[src/rtl/mem_arbiter.sv]
// mem_arbiter: shares one single-ported work RAM between the CPU16 data port
// and the video scan-out fetcher. One access at a time runs through
// IDLE -> ISSUE -> RESP. Every RESP edge is also an arbitration point, so
// back-to-back requests cost two cycles each.
//
// Optional feature: define MEM_ARB_ROUND_ROBIN_EN for round-robin arbitration.
// When it is undefined, video has fixed priority over the CPU.
//
// Read data is sampled from mem_rdata at the edge that closes the ISSUE cycle.
// The RAM must present the word for the address driven during ISSUE by that
// edge.
module mem_arbiter #(
  parameter int AW = 16,
  parameter int DW = 16
) (
  input  logic          clk,
  input  logic          reset,
  input  logic          cpu_req,
  input  logic          cpu_we,
  input  logic [AW-1:0] cpu_addr,
  input  logic [DW-1:0] cpu_wdata,
  output logic [DW-1:0] cpu_rdata,
  output logic          cpu_ack,
  input  logic          vid_req,
  input  logic [AW-1:0] vid_addr,
  output logic [DW-1:0] vid_rdata,
  output logic          vid_ack,
  output logic          mem_en,
  output logic          mem_we,
  output logic [AW-1:0] mem_addr,
  output logic [DW-1:0] mem_wdata,
  input  logic [DW-1:0] mem_rdata
);

  typedef enum logic [1:0] {
    IDLE  = 2'd0,
    ISSUE = 2'd1,
    RESP  = 2'd2
  } state_t;

  state_t state;

  // Owner of the access in flight: 1 = video, 0 = CPU.
  logic   grant_vid;

  // Combinational arbitration result, consumed only at IDLE/RESP edges.
  logic   pick_any;
  logic   pick_vid;

`ifdef MEM_ARB_ROUND_ROBIN_EN
  // Requester granted most recently: 1 = video, 0 = CPU.
  logic   last_grant;

  // Round-robin: a lone requester always wins, and on a tie the requester
  // that did not win last time wins.
  always_comb begin
    pick_any = cpu_req | vid_req;
    pick_vid = 1'b0;
    if (vid_req && cpu_req) begin
      pick_vid = ~last_grant;
    end else if (vid_req) begin
      pick_vid = 1'b1;
    end
  end

  // Remember the winner of every grant edge so ties alternate.
  always_ff @(posedge clk or posedge reset) begin
    if (reset) begin
      last_grant <= 1'b0;
    end else if ((state != ISSUE) && pick_any) begin
      last_grant <= pick_vid;
    end
  end
`else
  // Fixed priority: video always wins over the CPU.
  always_comb begin
    pick_any = cpu_req | vid_req;
    pick_vid = vid_req;
  end
`endif

  // Sequencer: state, grant owner, RAM strobes and completion pulses.
  always_ff @(posedge clk or posedge reset) begin
    if (reset) begin
      state     <= IDLE;
      grant_vid <= 1'b0;
      mem_en    <= 1'b0;
      mem_we    <= 1'b0;
      cpu_ack   <= 1'b0;
      vid_ack   <= 1'b0;
    end else begin
      case (state)
        IDLE, RESP: begin
          cpu_ack <= 1'b0;
          vid_ack <= 1'b0;
          if (pick_any) begin
            state     <= ISSUE;
            grant_vid <= pick_vid;
            mem_en    <= 1'b1;
            // Video accesses are always reads.
            mem_we    <= pick_vid ? 1'b0 : cpu_we;
          end else begin
            state  <= IDLE;
            mem_en <= 1'b0;
            mem_we <= 1'b0;
          end
        end
        ISSUE: begin
          state   <= RESP;
          mem_en  <= 1'b0;
          mem_we  <= 1'b0;
          cpu_ack <= ~grant_vid;
          vid_ack <= grant_vid;
        end
        default: begin
          state   <= IDLE;
          mem_en  <= 1'b0;
          mem_we  <= 1'b0;
          cpu_ack <= 1'b0;
          vid_ack <= 1'b0;
        end
      endcase
    end
  end

  // Grant latch: address and write data are captured at the grant edge and
  // held afterwards, so requester input changes cannot disturb the access.
  always_ff @(posedge clk or posedge reset) begin
    if (reset) begin
      mem_addr  <= '0;
      mem_wdata <= '0;
    end else if ((state != ISSUE) && pick_any) begin
      if (pick_vid) begin
        mem_addr <= vid_addr;
      end else begin
        mem_addr  <= cpu_addr;
        mem_wdata <= cpu_wdata;
      end
    end
  end

  // Read return: capture RAM data into the owner's register when ISSUE closes.
  // CPU writes leave cpu_rdata untouched.
  always_ff @(posedge clk or posedge reset) begin
    if (reset) begin
      cpu_rdata <= '0;
      vid_rdata <= '0;
    end else if (state == ISSUE) begin
      if (grant_vid) begin
        vid_rdata <= mem_rdata;
      end else if (!mem_we) begin
        cpu_rdata <= mem_rdata;
      end
    end
  end

endmodule

[config.mk]
export PLATFORM = sky130hd
export DESIGN_NAME = mem_arbiter
export DESIGN_NICKNAME = d
export VERILOG_FILES = /design/src/rtl/mem_arbiter.sv
export SDC_FILE = /design/constraint.sdc
export NUM_CORES = 1
export LEC_CHECK = 0
export BUFFER_PORTS_ARGS = -buffer_cell sky130_fd_sc_hd__buf_4
export CAP_MARGIN = 20
export CORE_MARGIN = 5
export CORE_UTILIZATION = 50
export DETAILED_ROUTE_END_ITERATION = 12
export PLACE_DENSITY = 0.94
export SKIP_CTS_REPAIR_TIMING = 1
export SYNTH_ARGS = -nofsm -noshare
export SYNTH_HDL_FRONTEND = slang
export SYNTH_SLANG_ARGS = --single-unit
export TNS_END_PERCENT = 1
[constraint.sdc]
create_clock -name clk -period 3.6 [get_ports clk]
set_input_delay 0.72 -clock clk [delete_from_list [all_inputs] [get_ports clk]]
set_output_delay 0.72 -clock clk [all_outputs]
set_load 0.02 [all_outputs]
Word level (Yosys, flattened, before mapping)
Cells that the tools add are included.
{"block": "classes", "reduce_logical": 7, "n_bitwise": 4, "eq_ne": 3, "n_mux": 10}
{"operator": "two-way mux 16 bit", "count": 1}
{"operator": "two-way mux 1 bit", "count": 8}
{"operator": "AND reduction 2 bit", "count": 3}
{"operator": "one-hot mux 2 bit (2 select lines)", "count": 1}
{"operator": "inverter 1 bit", "count": 3}
{"operator": "AND reduction 3 bit", "count": 1}
{"operator": "== test 2 x 1 -> 1 bit, second input constant", "count": 1}
{"operator": "== test 2 bit, second input constant", "count": 1}
{"operator": "zero test 2 bit", "count": 1}
{"operator": "!= test 2 x 1 -> 1 bit, second input constant", "count": 1}
{"operator": "OR reduction 2 bit", "count": 1}
{"operator": "logical AND 1 bit", "count": 1}
{"operator": "bitwise OR 1 bit", "count": 1}
{"block": "totals", "regBits": 71, "output_inout_bits": 68, "input_bits": 69, "word_cells": 34}

Depth between registers and ports, before layout
{"block": "logic_depth", "depth_word": 3, "mapped_depth": 5, "ltp_nobuf": 4}

Worst setup path after synthesis
OpenSTA, ideal clock, no wires.
{"block": "synth_path", "path_kind": "input to register", "from": "in vid_req", "to": "reg mem_wdata[0]", "cell_stages": 4, "n_path_buf": 2, "path_slack_ns": 1.789, "t_arrival_ns": 1.686, "setup_ns": 0.125, "required_time_ns": 3.475, "path_cell_list": "buf_4 > nor3_4 > buf_12 > mux2_4"}
{"block": "synth_via", "elab_chain_len": 3, "elab_cells_between_ends": 4, "classes_between": "bitwise (2); reduce/logical (2)"}
{"item": "start, declared", "line_no": "24", "source": "input logic vid_req,"}
{"item": "bitwise OR 1 bit", "line_no": "77", "source": "pick_any = cpu_req | vid_req;"}
{"item": "logical AND 1 bit", "line_no": "132", "source": "end else if ((state != ISSUE) && pick_any) begin"}
{"item": "AND reduction 2 bit (no line) (*)"}
{"item": "end signal, assigned", "line_no": "137", "source": "mem_wdata <= cpu_wdata;"}
{"item": "end, declared", "line_no": "31", "source": "output logic [DW-1:0] mem_wdata,"}
Every way passes the cells marked *; elsewhere a longest branch is shown, timed or not.
A chain may end at the register's enable or synchronous reset.

Worst setup path in the final report
{"block": "layout_path", "from": "in vid_req", "to": "reg mem_wdata[11]"}
Same word-level chain as after synthesis.

==> results.sh <==
export IMPL_core_um2=5820
export IMPL_grt_overflow_total=0
export IMPL_final_util_pct=72.1
export IMPL_worstMarginPinSlew_ns=1.01
export IMPL_worstSetupEndpointType="flop"
export IMPL_nNetsFinal=383
export IMPL_fin_crit_sh_pct=54.0
export IMPL_firstDrtPassIters=4
export IMPL_irDropWorstVdd_mv=0.404
export IMPL_grt_pass1_vias=2175
export IMPL_wirelength_mm=6.86
export IMPL_crit_start="vid_req"
export IMPL_antennaDiodeCount=0
export IMPL_ctsRootBufferMaster="clkbuf_8"
export IMPL_final_layout_size_suffix_gt1_share_pct=75.2
export IMPL_p_leak_nw=2.06
export IMPL_yosys_area_top_type_share_pct=59.4
export IMPL_clk_pin_slew_ns=0.07
export IMPL_start_kind="input pin"
export IMPL_tns_ns=0
export IMPL_finalPower_mw=3.02
export IMPL_crit_arrival_ns=2.15
export IMPL_relSlewSlack_pct=32.4
export IMPL_ys_ff_latch=70
export IMPL_worstSkewPairLatency_ns=0.33
export IMPL_cts_buffers=9
export IMPL_grt_max_degree=71
export IMPL_power_density_nw_per_um2=720
export IMPL_hold_viol_final=0
export IMPL_dp_hpwl_mm=5.22
export IMPL_wl_per_cell_um=17.4
export IMPL_rsz0062_at_grt="no"
export IMPL_initial_core_util_pct=50.7
export IMPL_maxCapViolations=0
export IMPL_path_class="in2reg"
export IMPL_synthCells=172
export IMPL_postSynthAreaPerCell_um2=17.1
export IMPL_die_h_um=86.8
export IMPL_avgViaCountPerCell=4.94
export IMPL_via_count=1948
export IMPL_area_delta_synth_final_pct=42.2
export IMPL_max_freq_ghz=0.515
export IMPL_yosysMostFrequentCell="dfrtp_1"
export IMPL_gp_congestion=0.741
export IMPL_cp_max_fo=19
export IMPL_min_from="mem_addr[9]"
export IMPL_ios=137
export IMPL_min_path_type="reg2reg"
export IMPL_async_reset_ff_share_pct=100
export IMPL_yosys_top_cells_count="dfrtp_1 (70), mux2_2 (54), mux2_4 (25), inv_1 (4)"
export IMPL_r2r_start="state[0]"
export IMPL_die_width_um=86.8
export IMPL_antenna_left=0
export IMPL_synth_area_leader_cell="dfrtp_1"
export IMPL_die_area_um2=7530
export IMPL_syn_area_um2=2950
export IMPL_grt_usage_pct=19.6
export IMPL_finalSetupViolations=0
export IMPL_clock_skew_ns=0.00652
export IMPL_synth_edff_count=0
export IMPL_fin_area_um2=4190
export IMPL_cts_buffer_depth=2
export IMPL_outcome="finished clean"
export IMPL_yosysSeqAreaShare_pct=59.4
export IMPL_port_buffers=136
export IMPL_rows=28
export IMPL_yosys_warnings=0
export IMPL_yosysUniqueCellTypes=17
export IMPL_cts_tree="done"
export IMPL_crit_required_ns=3.81
export IMPL_synth_nets=241
export IMPL_ys_flop_type="dfrtp_1"
export IMPL_cts_sinks=70
export IMPL_drc_errors=0
export IMPL_synth_area_leaders="dfrtp_1 (59%), mux2_2 (21%), mux2_4 (13%)"
export IMPL_grt_pass1_wl_mm=11.1
export IMPL_drt_initial_drc_count=38
export IMPL_htree_levels=3
export IMPL_drv_slew=0
export IMPL_placed_area_um2=3990
export IMPL_antenna_found_initial=0
export IMPL_final_min_clock_period_ns=1.94
[state kept, by name, summed over array words and instances, names as in the netlist]
register / flops
mem_we: 1
mem_wdata: 16
vid_ack: 1
vid_rdata: 16
cpu_rdata: 16
mem_addr: 16
grant_vid: 1
cpu_ack: 1
state: 2
[placed cells by master, fill, tap and decap left out, types with 2 or more instances in the layout]
master / instances
buf_4: 137
mux2_4: 25
mux2_2: 54
clkbuf_8: 10
dfrtp_1: 70
o21ai_0: 2
nor2_1: 2
clkinv_2: 3
inv_1: 3
nor3_4: 2
[layout make-up]
cell class | instances | area, um2
Multi-Input combinational cell | 91 | 1090
Clock inverter | 6 | 61.3
Sequential cell | 70 | 1750
Inverter | 5 | 23.8
Fill cell | 386 | 1630
Clock buffer | 10 | 138
Tap cell | 75 | 93.8
Timing Repair Buffer | 137 | 1030
[final timing paths]
check,end,slack (ns),cells past startpoint
setup reg to reg,mem_wdata[11],1.66,4
min in group asynchronous,vid_rdata[11],0.64,3
hold reg to reg,mem_addr[9],0.50,1
setup / recovery,mem_wdata[11],1.66,3
max in group asynchronous,vid_rdata[1],2.40,3
hold / removal,mem_addr[9],0.50,1
[through the flow]
step / hold slack, ns / worst slack (ns) / std cells
5_1_grt: 0.525 / 1.57 / 394
3_5_place_dp: 0.487 / 1.32 / 378
2_1_floorplan: 0.540 / 1.11 / 172
3_3_place_gp: 0.472 / 1.39 / 378
4_1_cts: 0.504 / 1.64 / 394
6_report: 0.498 / 1.66 / 394
[cells by family (layout without fill, tap and decap cells)]
logic type / after synthesis / after routing / share of synthesized area [%]
flops: 70 / 70 / 59.4
mux: 80 / 80 / 33.8
simple gates: 9 / 9 / 3.02
buf+inv: 11 / 158 / 3.44
compound gates: 2 / 2 / 0.340
[worst max-delay path, cell delays in order]
cell    delay [ns]
buf_4         0.20
nor3_4        0.80
mux2_2        0.43
[power by group]
part           switching, mW  internal, mW  leakage [nW]  total (mW)
sequential             0.153          1.04         0.825        1.19
combinational          0.577         0.633          1.13        1.21
clock                  0.280         0.336         0.102       0.616
total                   1.01          2.01          2.06        3.02
[metal layers]
layer	global-route usage (%)	up-vias	part of all wire, %
li1	-	884	-
met1	22.9	969	37
met2	33.6	82	52
met3	5.23	13	8.6
met4	8.92	0	2.1
met5	0	-	0
Note: power is estimated with default switching activity, not from simulation.
